## src/rtl/mips_multicycle_control.sv

```systemverilog
// Main control FSM for the multicycle MIPS datapath: one state per cycle, Moore-decoded controls.
// Latency lw 5 / sw,R,addi 4 / beq,j 3 cycles; FETCH, MEMRD and MEMWR stall while mem_ready is low.
module mips_multicycle_control #(
  parameter int COUNT_WIDTH  = 32,
  parameter int ILLEGAL_TRAP = 0
) (
  input  logic                   clk,
  input  logic                   rst,
  input  logic [5:0]             opcode,
  input  logic                   mem_ready,
  output logic                   PCWrite,
  output logic                   PCWriteCond,
  output logic                   IorD,
  output logic                   MemRead,
  output logic                   MemWrite,
  output logic                   MemtoReg,
  output logic                   IRWrite,
  output logic                   ALUSrcA,
  output logic                   RegWrite,
  output logic                   RegDst,
  output logic [1:0]             PCSource,
  output logic [1:0]             ALUSrcB,
  output logic [1:0]             ALUOp,
  output logic [3:0]             state,
  output logic                   illegal_op,
  output logic                   halted,
  output logic [COUNT_WIDTH-1:0] instr_count
);

  typedef enum logic [3:0] {
    S_FETCH   = 4'd0,
    S_DECODE  = 4'd1,
    S_MEMADR  = 4'd2,
    S_MEMRD   = 4'd3,
    S_MEMWB   = 4'd4,
    S_MEMWR   = 4'd5,
    S_EXEC    = 4'd6,
    S_RCOMP   = 4'd7,
    S_BRANCH  = 4'd8,
    S_JUMP    = 4'd9,
    S_ADDI_EX = 4'd10,
    S_ADDI_WB = 4'd11,
    S_HALT    = 4'd12
  } state_t;

  localparam logic [5:0] OP_R    = 6'b000000;
  localparam logic [5:0] OP_LW   = 6'b100011;
  localparam logic [5:0] OP_SW   = 6'b101011;
  localparam logic [5:0] OP_BEQ  = 6'b000100;
  localparam logic [5:0] OP_J    = 6'b000010;
  localparam logic [5:0] OP_ADDI = 6'b001000;

  typedef struct packed {
    logic       pc_write;
    logic       pc_write_cond;
    logic       iord;
    logic       mem_read;
    logic       mem_write;
    logic       mem_to_reg;
    logic       alu_src_a;
    logic       reg_write;
    logic       reg_dst;
    logic [1:0] pc_source;
    logic [1:0] alu_src_b;
    logic [1:0] alu_op;
    logic       halted;
    logic       fetch;
  } ctrl_t;

  state_t cur;
  ctrl_t  ctrl_q;
  logic   known_op;
  logic   retire;

  function automatic state_t next_of(state_t s, logic [5:0] op, logic rdy);
    state_t n;
    n = S_FETCH;
    case (s)
      S_FETCH:   n = rdy ? S_DECODE : S_FETCH;
      S_DECODE: begin
        case (op)
          OP_LW, OP_SW: n = S_MEMADR;
          OP_R:         n = S_EXEC;
          OP_BEQ:       n = S_BRANCH;
          OP_J:         n = S_JUMP;
          OP_ADDI:      n = S_ADDI_EX;
          default:      n = (ILLEGAL_TRAP != 0) ? S_HALT : S_FETCH;
        endcase
      end
      S_MEMADR:  n = (op == OP_SW) ? S_MEMWR : S_MEMRD;
      S_MEMRD:   n = rdy ? S_MEMWB : S_MEMRD;
      S_MEMWR:   n = rdy ? S_FETCH : S_MEMWR;
      S_EXEC:    n = S_RCOMP;
      S_ADDI_EX: n = S_ADDI_WB;
      S_HALT:    n = S_HALT;
      default:   n = S_FETCH;
    endcase
    return n;
  endfunction

  function automatic ctrl_t decode(state_t s);
    ctrl_t c;
    c = '0;
    case (s)
      S_FETCH:   begin c.fetch = 1'b1; c.mem_read = 1'b1; c.alu_src_b = 2'b01; end
      S_DECODE:  c.alu_src_b = 2'b11;
      S_MEMADR:  begin c.alu_src_a = 1'b1; c.alu_src_b = 2'b10; end
      S_MEMRD:   begin c.mem_read = 1'b1; c.iord = 1'b1; end
      S_MEMWB:   begin c.reg_write = 1'b1; c.mem_to_reg = 1'b1; end
      S_MEMWR:   begin c.mem_write = 1'b1; c.iord = 1'b1; end
      S_EXEC:    begin c.alu_src_a = 1'b1; c.alu_op = 2'b10; end
      S_RCOMP:   begin c.reg_write = 1'b1; c.reg_dst = 1'b1; end
      S_BRANCH: begin
        c.alu_src_a = 1'b1; c.alu_op = 2'b01;
        c.pc_write_cond = 1'b1; c.pc_source = 2'b01;
      end
      S_JUMP:    begin c.pc_write = 1'b1; c.pc_source = 2'b10; end
      S_ADDI_EX: begin c.alu_src_a = 1'b1; c.alu_src_b = 2'b10; end
      S_ADDI_WB: c.reg_write = 1'b1;
      S_HALT:    c.halted = 1'b1;
      default:   c = '0;
    endcase
    return c;
  endfunction

  assign known_op = (opcode == OP_R) || (opcode == OP_LW) || (opcode == OP_SW) ||
                    (opcode == OP_BEQ) || (opcode == OP_J) || (opcode == OP_ADDI);

  assign illegal_op = (cur == S_DECODE) && !known_op;

  // An illegal opcode retires as a NOP only when it does not trap.
  assign retire = (cur == S_MEMWB) || (cur == S_RCOMP) || (cur == S_BRANCH) ||
                  (cur == S_JUMP) || (cur == S_ADDI_WB) ||
                  ((cur == S_MEMWR) && mem_ready) ||
                  (illegal_op && (ILLEGAL_TRAP == 0));

  always_ff @(posedge clk) begin
    if (rst) begin
      cur         <= S_FETCH;
      ctrl_q      <= decode(S_FETCH);
      instr_count <= '0;
    end else begin
      cur    <= next_of(cur, opcode, mem_ready);
      ctrl_q <= decode(next_of(cur, opcode, mem_ready));
      if (retire) instr_count <= instr_count + COUNT_WIDTH'(1);
    end
  end

  // The fetch write strobes follow mem_ready directly so the PC and IR update on the completing cycle.
  assign PCWrite     = ctrl_q.pc_write | (ctrl_q.fetch & mem_ready);
  assign IRWrite     = ctrl_q.fetch & mem_ready;
  assign PCWriteCond = ctrl_q.pc_write_cond;
  assign IorD        = ctrl_q.iord;
  assign MemRead     = ctrl_q.mem_read;
  assign MemWrite    = ctrl_q.mem_write;
  assign MemtoReg    = ctrl_q.mem_to_reg;
  assign ALUSrcA     = ctrl_q.alu_src_a;
  assign RegWrite    = ctrl_q.reg_write;
  assign RegDst      = ctrl_q.reg_dst;
  assign PCSource    = ctrl_q.pc_source;
  assign ALUSrcB     = ctrl_q.alu_src_b;
  assign ALUOp       = ctrl_q.alu_op;
  assign halted      = ctrl_q.halted;
  assign state       = cur;

endmodule

```

## config.mk

```make
export PLATFORM = sky130hd
export DESIGN_NAME = mips_multicycle_control
export DESIGN_NICKNAME = d
export VERILOG_FILES = /design/src/rtl/mips_multicycle_control.sv
export SDC_FILE = /design/constraint.sdc
export NUM_CORES = 1
export LEC_CHECK = 0
export BUFFER_PORTS_ARGS = -buffer_cell sky130_fd_sc_hd__buf_2
export CAP_MARGIN = 20
export CELL_PAD_IN_SITES_DETAIL_PLACEMENT = 1
export CELL_PAD_IN_SITES_GLOBAL_PLACEMENT = 2
export CORE_UTILIZATION = 28
export DETAILED_ROUTE_END_ITERATION = 10
export PLACE_DENSITY_LB_ADDON = 0.1
export SLEW_MARGIN = 5
export SYNTH_ARGS = -nofsm -noshare
export SYNTH_HDL_FRONTEND = slang
export SYNTH_SLANG_ARGS = --single-unit
```

## constraint.sdc

```tcl
create_clock -name clk -period 2.1 [get_ports clk]
set_input_delay 0.21 -clock clk [delete_from_list [all_inputs] [get_ports clk]]
set_output_delay 0.21 -clock clk [all_outputs]
set_load 0.005 [all_outputs]
```

### Word-level counts from Yosys, hierarchy flattened

Cells that the tools add are included.

| word-level totals | value |
|---|---|
| logic and storage cells | 92 |
| bits of input ports | 9 |
| output and inout bits | 54 |
| register bits | 53 |

| operators by class | value |
|---|---|
| muxes and demuxes | 21 |
| equality and inequality tests | 29 |
| add/sub/neg operators | 1 |
| reduce and logical (&&, ||, !) cells | 23 |
| bitwise operators | 2 |

Operator list:

| operator | number |
|---|---|
| equality test 4 bit, second input constant | 10 |
| adder 32 x 1 -> 32 bit, second input constant | 1 |
| equality test 4 x 3 -> 1 bit, second input constant | 8 |
| case mux 4 bit (8 select lines) | 1 |
| case mux 4 bit (5 select lines) | 1 |
| equality test 4 x 2 -> 1 bit, second input constant | 4 |
| equality test 6 bit, second input constant | 2 |
| two-way mux 1 bit | 12 |
| logical OR 1 bit | 11 |
| two-way mux 3 bit | 3 |
| equality test 4 x 1 -> 1 bit, second input constant | 2 |
| zero test 4 bit | 2 |
| case mux 2 bit (2 select lines) | 2 |
| OR reduction 2 bit | 4 |
| equality test 6 x 2 -> 1 bit, second input constant | 1 |
| equality test 6 x 3 -> 1 bit, second input constant | 1 |
| equality test 6 x 4 -> 1 bit, second input constant | 1 |
| zero test 6 bit | 1 |
| case mux 2 bit (3 select lines) | 1 |
| two-way mux 4 bit | 1 |
| OR reduction 4 bit | 1 |
| OR reduction 3 bit | 1 |
| logical AND 1 bit | 2 |
| AND 1 bit | 1 |
| 2 further kinds | 2 |

### Depth between registers and ports, before layout

| logic depth | value |
|---|---|
| depth after elaboration | 9 |
| depth in mapped cells | 9 |
| mapped depth without buffers | 6 |

### Least setup slack after synthesis

OpenSTA, ideal clock, no wires.

| timing path | value |
|---|---|
| path kind | flip-flop to flip-flop |
| from | register instr_count[0] |
| to | register instr_count[30] |
| required time | 2.030 ns |
| stages on the path, launching flop included | 8 |
| path buffers | 1 |
| slack | 0.105 ns |
| arrival | 1.924 ns |
| setup time | 0.070 ns |
| clock period less this slack | 1.995 ns |
| cells stage by stage | dfxtp_1 > ha_1 > and2_1 > clkbuf_1 > nand2_1 > or4_1 > or4_1 > a21oi_1 |

| on the way | value |
|---|---|
| word-level cells in the longest chain between the ends | 1 |

RTL lines:

| item | RTL line | RTL |
|---|---|---|
| start: declaration | 27 | `output logic [COUNT_WIDTH-1:0] instr_count` |
| start signal: assignment | 145 | `if (retire) instr_count <= instr_count + COUNT_WIDTH'(1);` |
| adder 32 x 1 -> 32 bit | 145 |  |

No other way between the ends.
A chain may end at the register's enable or synchronous reset.

### Final worst setup path

| timing path | value |
|---|---|
| from | register instr_count[21] |
| to | register instr_count[31] |

The elaborated chain is that of the path after synthesis.

==> out/qor.yml <==
drt.antenna.violating_nets: 0
switching_share: 0.262
critPathMaxFanout: 2
required_ps: 2310
synth.area.top_cells: "dfxtp_1, a21oi_1, or4_1"
path_cells: "nand3_1 -> or2_1 -> or4_1 -> nor4_4 -> buf_4 -> mux2_2"
crit_arrival_ps: 2270
synthFlopType: "dfxtp_1"
synth_top_family_by_area: "simple AND/OR/NAND/NOR gates"
drt_first_pass_iters: 6
status: "finished, final reports clean"
routed_wirelength_um: 8500
synth_most_common_cell: "dfxtp_1"
synth_top_area_share: 0.388
clk_latency_ps: 310
fmax_mhz: 485
synth_seq_area_share: 0.388
p_seq_frac: 0.565
pwr-share-clk: 0.329
row_count: 35
cp_slowest_stage_delay_ps: 570
tightest_slew_ps: 687
synth-seq-cells: 52
drt_iter0_drc: 98
synthAdderAreaFrac: 0.00467
core-area_mm2: 0.00924
top_layer: "met4"
r2r-start: "instr_count[21]$_SDFFE_PP0P_"
p_comb_frac: 0.106
cp-start-kind: "flop"
intPower_uw: 1310
drive_gt1_frac: 0.414
fin_util: 0.405
drv_slew: 0
whs_ps: 223
avgSynthCellArea_um2: 8.59
rsz0062_at_grt: "true"
synthXorXnorAreaFrac: 0.00980
r2r_setup_slack_ps: 40
fin_tns_setup_ps: 0
numCtsBuffers: 5
n_antenna_cell: 0
nets: 434
synth_warnings: 0
die_area_mm2: 0.00997
finalClockSkew_ps: 15.5
syn_inst: 312
dpl.hpwl_um: 6630
slew_headroom: 0.538
yosysTopAreaCell: "dfxtp_1"
clock_sinks: 52
antenna_found_initial: 0
root_buffer: "clkbuf_8"
r2r_cells: 6
r2r-end: "instr_count[31]$_SDFFE_PP0P_"
routedWlPerCell_um: 15.3
die_x_um: 99.8
hold_class: "in2reg"
p_sw_uw: 465
crit_slowest_cell: "or4_1"
period_minus_slack_ps: 2060
clockBufferDepth: 2
synth-edff-count: 0
synthTopCellsByCount: "dfxtp_1, a21oi_1, nor2_1"
vias_per_cell: 5.21
wl_met1_um: 4570
muxShareOfSynthArea: 0.0331
async_flop_share: 0
worstHoldPathCells: 2
grt_use_total: 0.173
io_pins: 63
route.vias.total: 2884
finalHoldViolations: 0
cts_tree: "yes"
wl_met3_um: 238
power_density_mw_per_mm2: 475
synth_cell_type_count: 57
worst_slack_ps: 39.2
synth-compound-area-share: 0.207
grt_first_pass_wirelength_um: 13600
die_h_um: 99.8
drt_drc_violations_left: 0
p_leak_uw: 0.00153
yosys.area_share.simple: 0.298
drv_cap: 0
setup_viol: 0
syn_nets: 322
post-place-ws_ps: -129
area_growth_pct: 39.6
io_buffers: 62
grt_max_degree: 19
hold_path_startpoint: "rst"
grt_pass1_vias: 2698
hold_end: "state[3]$_SDFF_PP0_"
clk_pin_slew_ps: 100
htreeDepth: 2
grt_overflow: 0
end_kind: "flop"
wl_met2_um: 3640
peakVddDrop_v: 0.000228
post_cts_buffers: 0
fin_crit_sh: 0.981
start_util: 0.290
criticalPathCategory: "reg2reg"
syn_area_mm2: 0.00268
place_congestion: 0.817
cells in the final DEF (no fill, tap or decap), types with 2 or more instances in the layout:
cell,count
clkbuf_8,5
o2111ai_1,3
nor2_1,20
nand2_1,12
buf_6,2
nand4_1,10
or4_1,16
nor2b_1,7
nor3b_1,4
and3_4,2
nand3_2,2
o41ai_1,2
nor4_1,4
nor3_1,7
and2_1,4
and3_1,2
buf_4,64
xor2_1,2
dfxtp_2,7
nand3_1,14
a21oi_2,3
a31oi_1,2
nor4_2,2
or3_1,7
o211ai_1,4
clkinvlp_4,2
or3b_2,2
mux2_2,7
o21a_1,3
o31ai_1,15
a211oi_1,2
o21ai_0,12
dfxtp_1,45
o21bai_1,2
buf_2,62
a21oi_1,25
inv_1,6
o211a_1,2
state kept, by name, summed over array words and instances, names as in the netlist:
name and cells:
halted 1, MemWrite 1, instr_count 32, ALUOp 2, ALUSrcB 2, ctrl_q 2, ALUSrcA 1, PCSource 2
MemtoReg 1, RegWrite 1, IorD 1, state 4, RegDst 1, MemRead 1
cell families (layout without fill, tap and decap cells):
family                     count (synthesis)  count (layout)
AOI/OAI and AO/OA                         84              84
xor gates and xnor gates                   3               3
and+or+nand+nor                          134             134
adders and majority gates                  1               1
muxes                                      8               8
buffers and inverters                     30             143
DFF                                       52              52
worst max path at each step:
| stage | startpoint | endpoint | slack [ps] | cells after the start |
|---|---|---|---|---|
| after detailed placement | opcode[1] | instr_count[5]$_SDFFE_PP0P_ | -130 | 6 |
| after CTS | instr_count[19]$_SDFFE_PP0P_ | instr_count[31]$_SDFFE_PP0P_ | -20 | 6 |
| final | instr_count[21]$_SDFFE_PP0P_ | instr_count[31]$_SDFFE_PP0P_ | 40 | 6 |
| after floorplan | instr_count[0]$_SDFFE_PP0P_ | instr_count[30]$_SDFFE_PP0P_ | 110 | 7 |
| after global routing | instr_count[23]$_SDFFE_PP0P_ | instr_count[31]$_SDFFE_PP0P_ | -50 | 6 |
| after global placement | opcode[1] | instr_count[5]$_SDFFE_PP0P_ | -110 | 6 |
metrics by stage:
| step | cells | power (uW) | area [um2] |
|---|---|---|---|
| 2_1_floorplan | 312 | 1130 | 2680 |
| 3_3_place_gp | 546 | 1200 | 3530 |
| 3_5_place_dp | 546 | 1210 | 3530 |
| 4_1_cts | 554 | 1800 | 3640 |
| 5_1_grt | 554 | 1870 | 3740 |
| 6_report | 554 | 1780 | 3740 |
area by class of cell:
type | count | area [um2]
clock inverters | 3 | 23.8
fillers | 1120 | 5500
multi-input cells | 230 | 1580
clock buffers | 5 | 68.8
inverters | 6 | 22.5
repair buffers | 129 | 833
well taps | 129 | 161
flip-flops and latches | 52 | 1050
worst max-delay path, delay by kind of cell, from the launching register on:
family	cells	cell delay, ps
buf+inv	1	150
flops	1	350
mux	1	310
simple gates	4	1130
routing by layer:
| layer | up-vias | GRT usage |
|---|---|---|
| li1 | 1411 | - |
| met1 | 1423 | 0.262 |
| met2 | 45 | 0.256 |
| met3 | 5 | 0.0258 |
| met4 | 0 | 0.0373 |
| met5 | - | 0 |
power by group through the flow:
| stage | clock [uW] | sequential (uW) | combinational [uW] |
|---|---|---|---|
| final | 585 | 1000 | 189 |
| after detailed placement | 0 | 1030 | 180 |
| after floorplan | 0 | 1030 | 97.8 |
| after CTS | 614 | 1000 | 181 |
| after global placement | 0 | 1030 | 175 |
| after global routing | 656 | 1010 | 210 |
timing repair:
action	CTS	global route
pin swaps	0	3
gates resized for setup	3	27
hold endpoints to repair	0	0
setup endpoints to repair	4	29
hold buffers	0	0
No activity file was read; power rests on OpenSTA's default activity.
